==> config.mk <==
export PLATFORM = sky130hd
export DESIGN_NAME = uart_tx_dump
export DESIGN_NICKNAME = d
export VERILOG_FILES = /design/src/rtl/uart_tx_dump.sv
export SDC_FILE = /design/constraint.sdc
export NUM_CORES = 1
export LEC_CHECK = 0
export BUFFER_PORTS_ARGS = -buffer_cell sky130_fd_sc_hd__buf_4
export CAP_MARGIN = 0
export CORE_ASPECT_RATIO = 0.9
export CORE_MARGIN = 2
export CORE_UTILIZATION = 56
export DETAILED_ROUTE_END_ITERATION = 8
export HOLD_SLACK_MARGIN = 0.12
export PLACE_DENSITY_LB_ADDON = 0.2
export SYNTH_ARGS = -nofsm -noshare
export SYNTH_HDL_FRONTEND = slang
export SYNTH_SLANG_ARGS = --single-unit
export TNS_END_PERCENT = 100
==> constraint.sdc <==
create_clock -name clk_sys_i -period 7.4 [get_ports clk_sys_i]
set_clock_uncertainty 0.15 [all_clocks]
set_input_delay 1.11 -clock clk_sys_i [delete_from_list [all_inputs] [get_ports clk_sys_i]]
set_output_delay 1.11 -clock clk_sys_i [all_outputs]
set_load 0.01 [all_outputs]
==> src/rtl/uart_tx_dump.sv <==
// Drains a WORDS x 32-bit message buffer onto a UART TX line as 8N1 frames.
// Words are unpacked little-endian; the dump ends after TERM or the last buffer byte.
module uart_tx_dump #(
    parameter int          CLK_DIV = 434,
    parameter int          WORDS   = 16,
    parameter logic [7:0]  TERM    = 8'h21
) (
    input  logic                      clk_sys_i,
    input  logic                      rst_sys_i,
    input  logic                      uart_start_i,
    input  logic [31:0]               uart_data_i,
    output logic [$clog2(WORDS)+1:0]  uart_data_addr_o,
    output logic                      uart_tx_o,
    output logic                      uart_busy_o,
    output logic                      uart_finish_o
);

    localparam int              AW        = $clog2(WORDS) + 2;
    localparam int              BW        = $clog2(CLK_DIV);
    localparam logic [AW-1:0]   LAST_ADDR = AW'((WORDS - 1) * 4);
    localparam logic [BW-1:0]   BAUD_LAST = BW'(CLK_DIV - 1);

    typedef enum logic [2:0] {
        S_IDLE,
        S_FETCH,
        S_LOAD,
        S_START,
        S_DATA,
        S_STOP,
        S_DONE
    } state_t;

    state_t          state_reg, state_next;
    logic [AW-1:0]   addr_reg, addr_next;
    logic [1:0]      byte_idx_reg, byte_idx_next;
    logic [2:0]      bit_cnt_reg, bit_cnt_next;
    logic [BW-1:0]   baud_cnt_reg, baud_cnt_next;
    logic [31:0]     word_reg, word_next;
    logic            tx_reg, tx_next;
    logic            busy_reg, busy_next;
    logic            finish_reg, finish_next;

    logic            baud_done;
    logic [7:0]      lane [4];
    logic [7:0]      cur_byte;
    logic [7:0]      next_byte;

    genvar gi;
    generate
        for (gi = 0; gi < 4; gi++) begin : g_lane
            assign lane[gi] = word_reg[gi*8 +: 8];
        end
    endgenerate

    assign baud_done = (baud_cnt_reg == BAUD_LAST);
    assign cur_byte  = lane[byte_idx_reg];
    assign next_byte = lane[byte_idx_next];

    always_ff @(posedge clk_sys_i) begin
        if (rst_sys_i) begin
            state_reg    <= S_IDLE;
            addr_reg     <= '0;
            byte_idx_reg <= 2'd0;
            bit_cnt_reg  <= 3'd0;
            baud_cnt_reg <= '0;
            word_reg     <= '0;
            tx_reg       <= 1'b1;
            busy_reg     <= 1'b0;
            finish_reg   <= 1'b0;
        end else begin
            state_reg    <= state_next;
            addr_reg     <= addr_next;
            byte_idx_reg <= byte_idx_next;
            bit_cnt_reg  <= bit_cnt_next;
            baud_cnt_reg <= baud_cnt_next;
            word_reg     <= word_next;
            tx_reg       <= tx_next;
            busy_reg     <= busy_next;
            finish_reg   <= finish_next;
        end
    end

    always_comb begin
        state_next = state_reg;
        case (state_reg)
            S_IDLE, S_DONE: if (uart_start_i) state_next = S_FETCH;
            S_FETCH:        state_next = S_LOAD;
            S_LOAD:         state_next = S_START;
            S_START:        if (baud_done) state_next = S_DATA;
            S_DATA:         if (baud_done && bit_cnt_reg == 3'd7) state_next = S_STOP;
            S_STOP: begin
                // The last byte of the buffer forces DONE so the address never wraps.
                if (baud_done) begin
                    if (cur_byte == TERM || (byte_idx_reg == 2'd3 && addr_reg == LAST_ADDR))
                        state_next = S_DONE;
                    else if (byte_idx_reg != 2'd3)
                        state_next = S_START;
                    else
                        state_next = S_FETCH;
                end
            end
            default:        state_next = S_IDLE;
        endcase
    end

    always_comb begin
        addr_next     = addr_reg;
        byte_idx_next = byte_idx_reg;
        bit_cnt_next  = 3'd0;
        baud_cnt_next = '0;
        word_next     = word_reg;
        busy_next     = busy_reg;
        finish_next   = finish_reg;

        if (state_reg == S_START || state_reg == S_DATA || state_reg == S_STOP)
            baud_cnt_next = baud_done ? '0 : baud_cnt_reg + 1'b1;
        if (state_reg == S_DATA)
            bit_cnt_next = baud_done ? bit_cnt_reg + 3'd1 : bit_cnt_reg;

        case (state_reg)
            S_IDLE, S_DONE: begin
                if (uart_start_i) begin
                    addr_next     = '0;
                    byte_idx_next = 2'd0;
                    finish_next   = 1'b0;
                    busy_next     = 1'b1;
                end
            end
            S_LOAD: word_next = uart_data_i;
            S_STOP: begin
                if (baud_done) begin
                    case (state_next)
                        S_START: byte_idx_next = byte_idx_reg + 2'd1;
                        S_FETCH: begin
                            addr_next     = addr_reg + AW'(4);
                            byte_idx_next = 2'd0;
                        end
                        S_DONE: begin
                            finish_next = 1'b1;
                            busy_next   = 1'b0;
                        end
                        default: ;
                    endcase
                end
            end
            default: ;
        endcase

        // Line level is registered, so it is derived from where the FSM goes next.
        tx_next = 1'b1;
        if (state_next == S_START)
            tx_next = 1'b0;
        else if (state_next == S_DATA)
            tx_next = next_byte[bit_cnt_next];
    end

    assign uart_data_addr_o = addr_reg;
    assign uart_tx_o        = tx_reg;
    assign uart_busy_o      = busy_reg;
    assign uart_finish_o    = finish_reg;

endmodule

==> results of run 1 <==
==> tightest hold or removal path, cell delays in order (launching register included) <==
cell and delay (ns):
dfxtp_1 0.33, inv_1 0.05, a211oi_1 0.05
==> cells by family (layout without fill, tap and decap cells) <==
| logic type | after synthesis | in the layout | synth area share (%) |
|---|---|---|---|
| AND/OR/NAND/NOR | 165 | 165 | 27.32 |
| AO/OA/AOI/OAI | 75 | 75 | 17.29 |
| adder cells (fa/ha/maj) | 6 | 6 | 2.529 |
| other | 1 | 2 | 0.1264 |
| flip-flops | 56 | 56 | 37.77 |
| XOR/XNOR | 9 | 9 | 2.656 |
| multiplexers | 23 | 23 | 8.094 |
| buffers and inverters | 27 | 58 | 4.216 |
==> cell type report <==
type / instances / share of cell area, %
Sequential cell: 56 / 33.04
Inverter: 7 / 0.7743
Tap cell: 67 / 2.471
Multi-Input combinational cell: 280 / 50.92
Timing Repair Buffer: 43 / 9.513
Clock inverter: 2 / 1.143
Clock buffer: 6 / 2.139
==> worst paths after layout <==
path         slack, ns          from          end  cells after the start
max reg2reg       3.93  state_reg[0]    uart_tx_o                      8
max               3.93  state_reg[0]    uart_tx_o                      8
min               0.32   uart_busy_o  uart_busy_o                      2
min reg2reg       0.32   uart_busy_o  uart_busy_o                      2
==> routing by layer <==
| metal | vias to the layer above | wire, µm | global-route usage [%] |
|---|---|---|---|
| met5 | - | 0 | 0 |
| li1 | 1332 | - | - |
| met4 | 0 | 73 | 6.403 |
| met3 | 8 | 404 | 5.446 |
| met1 | 1158 | 3195 | 35.21 |
| met2 | 77 | 2726 | 32.50 |
==> metrics by stage <==
step / std cells / cell area [µm²] / util (%) / total power [W]
finish: 461 / 3393 / 65.35 / 0.0006310
global route: 461 / 3393 / 65.35 / 0.0006619
CTS: 461 / 3393 / 65.35 / 0.0006354
detailed placement: 453 / 3282 / 63.20 / 0.0004319
global placement: 453 / 3282 / 63.20 / 0.0004291
floorplan: 363 / 2972 / - / 0.0003982
==> cells in the final DEF, fill, tap and decap left out, types with 3 or more instances in the layout <==
cell / count
o31ai_1: 3
o21ai_0: 4
buf_4: 43
mux2i_1: 17
nand4_1: 3
and3_1: 5
xor2_1: 4
nand2b_1: 5
nor3_1: 8
ha_1: 6
nand2_1: 77
clkbuf_8: 5
mux2_2: 5
nand3_1: 3
inv_1: 7
or3_1: 4
xnor2_1: 5
a21oi_1: 42
nand3b_1: 4
nor2_1: 34
dfxtp_1: 56
==> power breakdown <==
part	leakage (nW)	switching [W]	total, W	internal (W)
clock	0.0558	0.000104	0.000206	0.000102
combinational	0.813	0.0000489	0.0000912	0.0000422
sequential	0.455	0.0000163	0.000334	0.000317
total	1.32	0.000169	0.000631	0.000462
==> results.md, run 1 <==
- Distinct cells, synth: 66
- Seq/Total Area, Yosys: 37.77%
- DR pass1 iterations: 4
- Die Span X: around 81 µm
- RePlAce Congestion: 0.9396
- WP data required: 7.45 ns
- Yosys top cell area share: a little under two fifths
- Antenna cells: 0
- Vias per cell: 5.586
- Dpl hpwl: 4555 µm
- # DRC: 0
- Register bit total from synthesis: 56
- NumNets Final: 434
- Clock sinks: 56
- Clk root buf: clkbuf_8
- Pin slew with the least headroom to its limit: between 0.9 and 1 ns
- GRT Resource Usage Total: between 20 and 25%
- Max_cap viols: 0
- Max VDD drop: just under 0.1 mV
- Outcome: finished, final reports clean
- Hold Violations, Final: 0
- Max FFs per register: 32
- Core area: 5192 µm²
- Post-synthesis async set-or-reset flop share: 0%
- Antenna violations before repair: 0
- H-tree depth: 2
- TNS Setup: 0 ns
- Total Wirelength: around 6400 µm
- CTS tree: yes
- DRC violation total after the first TritonRoute iteration: ~130
- Number of buffers and inverters on the critical path: 0
- Clock Latency Late Sink: 0.32 ns
- Initial Util: a little under three fifths
- CP delay by family, top: multiplexers
- CTS buffer count: 5
- PwrDens: roughly 190 nW/µm²
- Final worst path period need: 3.471 ns
- Top-count cell post-synth: nand2_1
- Top post-synthesis cells by count: nand2_1 (77), dfxtp_1 (56), a21oi_1 (42)
- # setup viols final: 0
- Pre-CTS setup slack: just under 4 ns
- Number of placement rows: 25
- Cells taking the most area after synthesis: dfxtp_1 (38%), nand2_1 (9.7%), a21oi_1 (7.1%), mux2i_1 (5.7%), nor2_1 (4.4%)
- Fillers: between 400 and 500
- Die Height: about 73 µm
- Pin count of the biggest net entering global routing: 43
- Crit start category: flop
- Slew margin rel.: between 30 and 40%
- Slowest-stage cell, CP: mux2i_2
- First-pass GRT wire length: around 11000 µm
- Cts hold-fix bufs: 0
- GR Overflow Total: 0
- Routed length per instance: 13.88 µm
- RSZ-0062 raised after global routing: false
- WHS: approximately 0.32 ns
- Reg area: 1121 µm²
- Layout cell share with drive strength beyond 1: 18.53%
- Cell Area, Synth: 2968 µm²
- Num ports: between 40 and 50
- Reg clk slew, reported paths: 0.10 ns
- Slowest Stage Delay on Critical Path: 0.66 ns
- Synth Flop Type: dfxtp_1
- Number of synthesized flops with an enable pin: 0
- Postcts setup bufs: 0
- CTS-repair resized insts: 0
- Fin. max-slew vios: 0
- Vias in the first global route: roughly 2200
- Fin crit share: 46.91%
- Maximum clock rate: roughly 290 MHz
- Setup WS post-layout: 3.929 ns
- I/O Buffers: 41
- Warnings from Yosys: 0
- Mapped Cells: about 360
- DRT antenna net count: 0
- Cell taking the most area after synthesis: dfxtp_1
- Crit-path max FO: 15
- Syn Area/Cell: between 8 and 9 µm²
- Data arrival, critical path: approximately 3.5 ns
- Crit end category: flop
- Type of the worst setup path: flop to flop
- Crit-path cells: nand3b_1 > nor3_1 > mux2_2 > mux2i_2 > mux2i_1 > o221a_1 > a311oi_1 > o221ai_1
- Leak: roughly 1.3 nW
- Clock Tree Buf Depth: 2
- Min-Delay Path Class: flop to flop
- Multi-input logic area: approximately 1700 µm²
- Die area: 5899 µm²
- Synth-to-layout area growth: 14.33%
- Vias: 2575
(Power assumes the default switching activity.)
==> inputs of run 2 (changes only) <==
- ABC_AREA: default -> 1
- clock period: 7.4 -> 3.5 ns (I/O delays scaled with it)
==> run 2 against run 1 <==
Global-route usage is 1.7 points higher. Critical endpoint unchanged. Largest power group unchanged. First-iteration DRC count increased by 36%. Synthesized cell count increased by 18%. Register-to-register slack got worse by 3.4 ns. Worst setup slack lost 3.4 ns. Die area rose by 1.6%. Sequential share of layout area shrank 0.48 points. Critical path depth rose by 14. Cell count increased by 15%. Clock-buffer cell count is 1 lower.
==> results.md, run 2 <==
- Outcome: finished, final reports clean
- GRT Resource Usage Total: 24.86% (+1.7 points)
- Data arrival, critical path: 3.04 ns (-0.48 ns)
- R2R depth: 22 (+14)
- Vias in the first global route: 2537 (+16%)
- Pin slew with the least headroom to its limit: 0.8080 ns (-0.1425 ns)
- Clock Latency Late Sink: 0.32 ns (about the same)
- I/O Buffers: 41 (unchanged)
- First-pass GRT wire length: 11570 µm (+9.5%)
- Fin crit share: 85.95% (+39 points)
- CTS buffer count: 5 (unchanged)
- Cell Area, Synth: 3019 µm² (+1.7%)
- Min-Delay Path Class: input pin to flop
- Final Core Density: 65.92% (+0.57 points)
- Synth Flop Type: dfxtp_1
- Syn Area/Cell: 7.071 µm² (-14%)
- TNS Setup: 0 ns (unchanged)
- Critical path depth: 22 (+14)
- Crit-path max FO: 18 (+3)
- Crit end category: flop
- GR Overflow Total: 0 (unchanged)
- Pre-CTS setup slack: 0.5976 ns (-3.271 ns)
- WHS: 0.3145 ns (-0.007455 ns)
- Final worst path period need: 3.008 ns (-0.4633 ns)
- Number of synthesized flops with an enable pin: 0 (unchanged)
- CP delay by family, top: simple AND/OR/NAND/NOR gates
- Leak: 1.514 nW (+14%)
- RePlAce Congestion: 0.9804 (+4.3%)
- Type of the worst setup path: flop to flop
- Placed cell area: 3332 µm² (+1.5%)
- Slew margin rel.: 46.08% (+9.4 points)
- Total Wirelength: 6975 µm (+9.0%)
- Setup WS post-layout: 0.4919 ns (-3.437 ns)
- Die area: 5995 µm² (+1.6%)
- Warnings from Yosys: 0 (unchanged)
- DRC violation total after the first TritonRoute iteration: 182 (+36%)
- H-tree depth: 2 (unchanged)
- DR pass1 iterations: 4 (unchanged)
- Die Span X: 81.40 µm (+0.82%)
- Die Height: 73.66 µm (+0.81%)
- Reg clk slew, reported paths: 0.10 ns (about the same)
- Post-synthesis async set-or-reset flop share: 0% (unchanged)
- Slowest Stage Delay on Critical Path: 0.39 ns (-0.27 ns)
- Worst setup endpoint: uart_tx_o
- Routed length per instance: 13.21 µm (-4.8%)
- WP data required: 3.53 ns (-3.92 ns)
- Commonest cells after routing, fill and taps aside: nand3_1 (59), dfxtp_1 (56), nand2_1 (52), inv_1 (48), nor2_1 (44)
- Postcts setup bufs: 0 (unchanged)
- Register bit total from synthesis: 56 (unchanged)
- Cts hold-fix bufs: 0 (unchanged)
- Synth-to-layout area growth: 14.05%
- Launch point of the worst reg-to-reg path: baud_cnt_reg[0]
- Hold Violations, Final: 0 (unchanged)
- Number of buffers and inverters on the critical path: 1 (+1)
- Cell taking the most area after synthesis: dfxtp_1
- CP startpoint: baud_cnt_reg[0]
- Initial Util: 57.80% (+0.64 points)
- Seq/Total Area, Yosys: 37.13% (-0.64 points)
- Vias: 2913 (+13%)
- Clock Tree Buf Depth: 2 (unchanged)
- Num ports: 44 (unchanged)
- R2r setup slk: 0.49 ns (-3.44 ns)
- PwrDens: 634.2 nW/µm² (+240%)
- Antenna violations before repair: 0 (unchanged)
- Vias per cell: 5.517 (-1.2%)
- Crit-path most repeated cell: nand2_1
- RSZ-0062 raised after global routing: false
- Slowest-stage cell, CP: dfxtp_1
- Antenna cells: 0 (unchanged)
- Top-count cell post-synth: nand3_1
- # setup viols final: 0 (unchanged)
- Top post-synthesis cells by count: nand3_1 (59), dfxtp_1 (56), nand2_1 (52)
- CTS tree: yes
- Mapped Cells: 427 (+18%)
- Core area: 5224 µm² (+0.60%)
- # DRC: 0 (unchanged)
- CTS-repair resized insts: 0 (unchanged)
- Fin. max-slew vios: 0 (unchanged)
- Max FFs per register: 32 (unchanged)
- Max VDD drop: 0.3937 mV (+310%)
- Distinct cells, synth: 36 (-45%)
- Max_cap viols: 0 (unchanged)
- Fillers: 462 (-1.9%)
- Post-Layout Inst Area: 3443 µm² (+1.5%)
- Maximum clock rate: 332.4 MHz (+15%)
- Clk root buf: clkbuf_8
- Layout cell share with drive strength beyond 1: 18.66% (+0.13 points)
- Crit-path cells: ha_1 > nand2_1 > nor2_4 > nand2_4 > inv_2 > o21ai_1 > nor2_2 > nand2_4 > nand2_2 > nand2_1 > nand3_2 > nand2_4 > nand2_4 > nand2_1 > nand3_1 > nand3_1 > nand3_1 > nand3_1 > nand2_1 > nand2_1 > nand2_1 > nand2_1
- DRT antenna net count: 0 (unchanged)
- Dpl hpwl: 5150 µm (+13%)
- Crit start category: flop
- Pin count of the biggest net entering global routing: 65 (+51%)
- Clock sinks: 56 (unchanged)
- Yosys top cell area share: 37.13% (-0.64 points)
- NumNets Final: 501 (+15%)
- Cells taking the most area after synthesis: dfxtp_1 (37%), nand3_1 (9.8%), a21oi_1 (7.0%), nand2_1 (6.5%), o21ai_0 (6.1%)
- Reg2reg end: uart_tx_o
- Number of placement rows: 25 (unchanged)
- Most common cell after layout, fill and taps aside: nand3_1
==> run 2: power by group <==
| group | internal [W] | switching (W) |
|---|---|---|
| registers | 0.000809 | 0.0000873 |
| clock network | 0.000212 | 0.000220 |
| logic | 0.000296 | 0.000560 |
==> run 2: cell type report <==
cell class | instances | area, µm² | area share, %
Clock buffer | 5 | 68.82 | 1.999
Inverter | 56 | 210.2 | 6.105
Multi-Input combinational cell | 299 | 1602 | 46.51
Sequential cell | 56 | 1121 | 32.56
Timing Repair Buffer | 42 | 315.3 | 9.157
Clock inverter | 3 | 42.54 | 1.235
Tap cell | 67 | 83.83 | 2.435
==> run 2: stage by stage <==
stage | cells | power (W)
global placement | 520 | 0.001752
CTS | 528 | 0.002190
floorplan | 428 | 0.001542
detailed placement | 520 | 0.001761
finish | 528 | 0.002184
global route | 528 | 0.002352
==> run 2: worst reg2reg max path, delay by kind of cell, from the launching register on <==
kind	cells	cell delay, ns
and+or+nand+nor	19	1.87
DFF	1	0.39
buffers and inverters	1	0.21
adders and majority gates	1	0.16
AOI/OAI and AO/OA	1	0.12
==> run 2: routing by layer <==
layer / GRT usage [%] / share of wire [%] / vias to the layer above
met5: 0 / 0 / -
met4: 8.286 / 1.6 / 0
met3: 4.914 / 5.9 / 11
met2: 41.07 / 48 / 95
met1: 32.49 / 45 / 1331
li1: - / - / 1476
==> run 2: how the worst min path moves through the flow <==
stage / start / end / slack, ns / cells after the start
CTS: rst_sys_i / state_reg[0] / 0.31 / 2
floorplan: baud_cnt_reg[0] / baud_cnt_reg[0] / 0.28 / 1
global placement: uart_busy_o / uart_busy_o / 0.30 / 2
detailed placement: uart_finish_o / uart_finish_o / 0.31 / 2
global route: rst_sys_i / state_reg[0] / 0.31 / 2
finish: rst_sys_i / uart_finish_o / 0.31 / 2
==> run 2: cell families after synthesis <==
family	share of synthesized area [%]
compound gates	15.42
buf+inv	9.946
xor+xnor	0.8704
simple gates	34.02
other cells	0.1242
flops	37.13
fa+ha+maj	2.486
==> inputs of run 3 (changes only) <==
- ABC_AREA: 1 -> default
==> run 3 against run 2 <==
Global-route usage decreased by 1.2 points. Design area decreased by 1.2%. Sequential share of layout area increased by 0.41 points. Critical endpoint unchanged. Largest power group unchanged.
==> results.md, run 3 (same netlist as run 1, synthesis figures left out) <==
- Outcome: finished, final reports clean
- DR pass1 iterations: 4 (unchanged)
- Fin. max-slew vios: 0 (unchanged)
- # setup viols final: 0 (unchanged)
- Maximum clock rate: 328.3 MHz (-1.2%)
- CTS-repair resized insts: 0 (unchanged)
- Commonest cells after routing, fill and taps aside: nand2_1 (77), dfxtp_1 (56), buf_4 (46), a21oi_1 (42), nor2_1 (34)
- Slew margin rel.: 63.92% (+18 points)
- Final Core Density: 65.49% (-0.42 points)
- Postcts setup bufs: 0 (unchanged)
- Layout cell share with drive strength beyond 1: 19.40% (+0.74 points)
- Crit start category: flop
- First-pass GRT wire length: 11000 µm (-5.0%)
- Pin count of the biggest net entering global routing: 43 (-34%)
- WP data required: 3.53 ns (about the same)
- Clk root buf: clkbuf_8
- Number of placement rows: 25 (unchanged)
- CTS tree: yes
- Clock Tree Buf Depth: 2 (unchanged)
- WHS: 0.2995 ns (-0.01498 ns)
- DRC violation total after the first TritonRoute iteration: 193 (+6.0%)
- Fillers: 464 (+0.43%)
- Leak: 1.333 nW (-12%)
- Vias per cell: 5.640 (+2.2%)
- Initial Util: 57.16% (-0.64 points)
- I/O Buffers: 41 (unchanged)
- Pre-CTS setup slack: 0.5033 ns (-0.09430 ns)
- Die Span X: 80.74 µm (-0.81%)
- Clock sinks: 56 (unchanged)
- CTS buffer count: 5 (unchanged)
- Vias: 2617 (-10%)
- Finished Layout Cells: 464 (-12%)
- Vias in the first global route: 2322 (-8.5%)
- Synth-to-layout area growth: 14.59%
- RSZ-0062 raised after global routing: false
- Dpl hpwl: 4782 µm (-7.1%)
- # DRC: 0 (unchanged)
- Fin crit share: 87.03% (+1.1 points)
- Hold Violations, Final: 0 (unchanged)
- Core area: 5192 µm² (-0.60%)
- Antenna violations before repair: 0 (unchanged)
- Max FFs per register: 32 (unchanged)
- Final worst path period need: 3.046 ns (+0.03790 ns)
- DRT antenna net count: 0 (unchanged)
- H-tree depth: 2 (unchanged)
- Data arrival, critical path: 3.08 ns (+0.04 ns)
- Pin slew with the least headroom to its limit: 0.5392 ns (-0.2688 ns)
- Clock Latency Late Sink: 0.31 ns (about the same)
- TNS Setup: 0 ns (unchanged)
- Type of the worst setup path: flop to flop
- GRT Resource Usage Total: 23.70% (-1.2 points)
- Routed length per instance: 14.30 µm (+8.3%)
- Crit-path max FO: 15 (-3)
- Antenna cells: 0 (unchanged)
- GR Overflow Total: 0 (unchanged)
- Die area: 5899 µm² (-1.6%)
- Reg clk slew, reported paths: 0.10 ns (about the same)
- Most common cell after layout, fill and taps aside: nand2_1
- PwrDens: 375.1 nW/µm² (-41%)
- Max VDD drop: 0.2652 mV (-33%)
- Min-Delay Path Class: input pin to flop
- Placed Instances: 456 (-12%)
- Die Height: 73.07 µm (-0.80%)
- Total Wirelength: 6636 µm (-4.9%)
- Setup WS post-layout: 0.4540 ns (-0.03790 ns)
- NumNets Final: 437 (-13%)
- RePlAce Congestion: 0.9012 (-8.1%)
- Crit end category: flop
- Max_cap viols: 0 (unchanged)
- Cts hold-fix bufs: 0 (unchanged)
- Num ports: 44 (unchanged)
run 3: cell count changes in the layout (fill, tap and decap cells not counted), sizes merged, moves of 5 or more:
cell	previous run	this run
mux2i	0	18
mux2	0	5
nand2b	0	5
and3	0	5
nor2	50	35
inv	56	8
o21ai	39	5
nand2	62	78
nand4	9	3
nand3	65	3
run 3: per-stage QoR:
step | power, W | area [µm²]
2_1_floorplan | 0.0008419 | 2972
3_3_place_gp | 0.0009073 | 3304
3_5_place_dp | 0.0009123 | 3304
4_1_cts | 0.001282 | 3401
5_1_grt | 0.001343 | 3401
6_report | 0.001276 | 3401
run 3: path summary, 6_finish.rpt:
path         slack, ns      endpoint  cells past startpoint       startpoint
min reg2reg       0.32   uart_busy_o                      2      uart_busy_o
max               0.45     uart_tx_o                     10     state_reg[0]
max reg2reg       0.45     uart_tx_o                     10     state_reg[0]
min               0.30  word_reg[26]                      3  uart_data_i[26]
run 3: layout make-up:
class	count	area, µm²	area share (%)
Tap cell	67	83.83	2.465
Sequential cell	56	1121	32.97
Clock inverter	2	13.76	0.4047
Clock buffer	6	82.58	2.428
Inverter	7	26.28	0.7726
Timing Repair Buffer	46	345.3	10.15
Multi-Input combinational cell	280	1728	50.81
run 3: where the power goes:
part / internal, W / total [W] / switching, W
registers: 0.000671 / 0.000706 / 0.0000350
clock network: 0.000162 / 0.000376 / 0.000214
logic: 0.0000893 / 0.000194 / 0.000104
total: 0.000923 / 0.00128 / 0.000353
run 3: critical path, cell delays in order, from the launching register on:
cell	delay (ns)
dfxtp_1	0.60
nand3b_1	0.23
nor3_1	0.41
mux2_2	0.39
mux2i_2	0.15
buf_4	0.24
mux2i_1	0.10
a21o_1	0.16
o221a_1	0.11
a311oi_1	0.25
o221ai_1	0.14
run 3: layer usage:
metal,up-vias,share of wire (%),global-route usage [%]
li1,1330,-,-
met1,1156,48,35.11
met2,116,43,34.35
met3,15,7.7,4.950
met4,0,1.8,7.721
met5,-,0,0
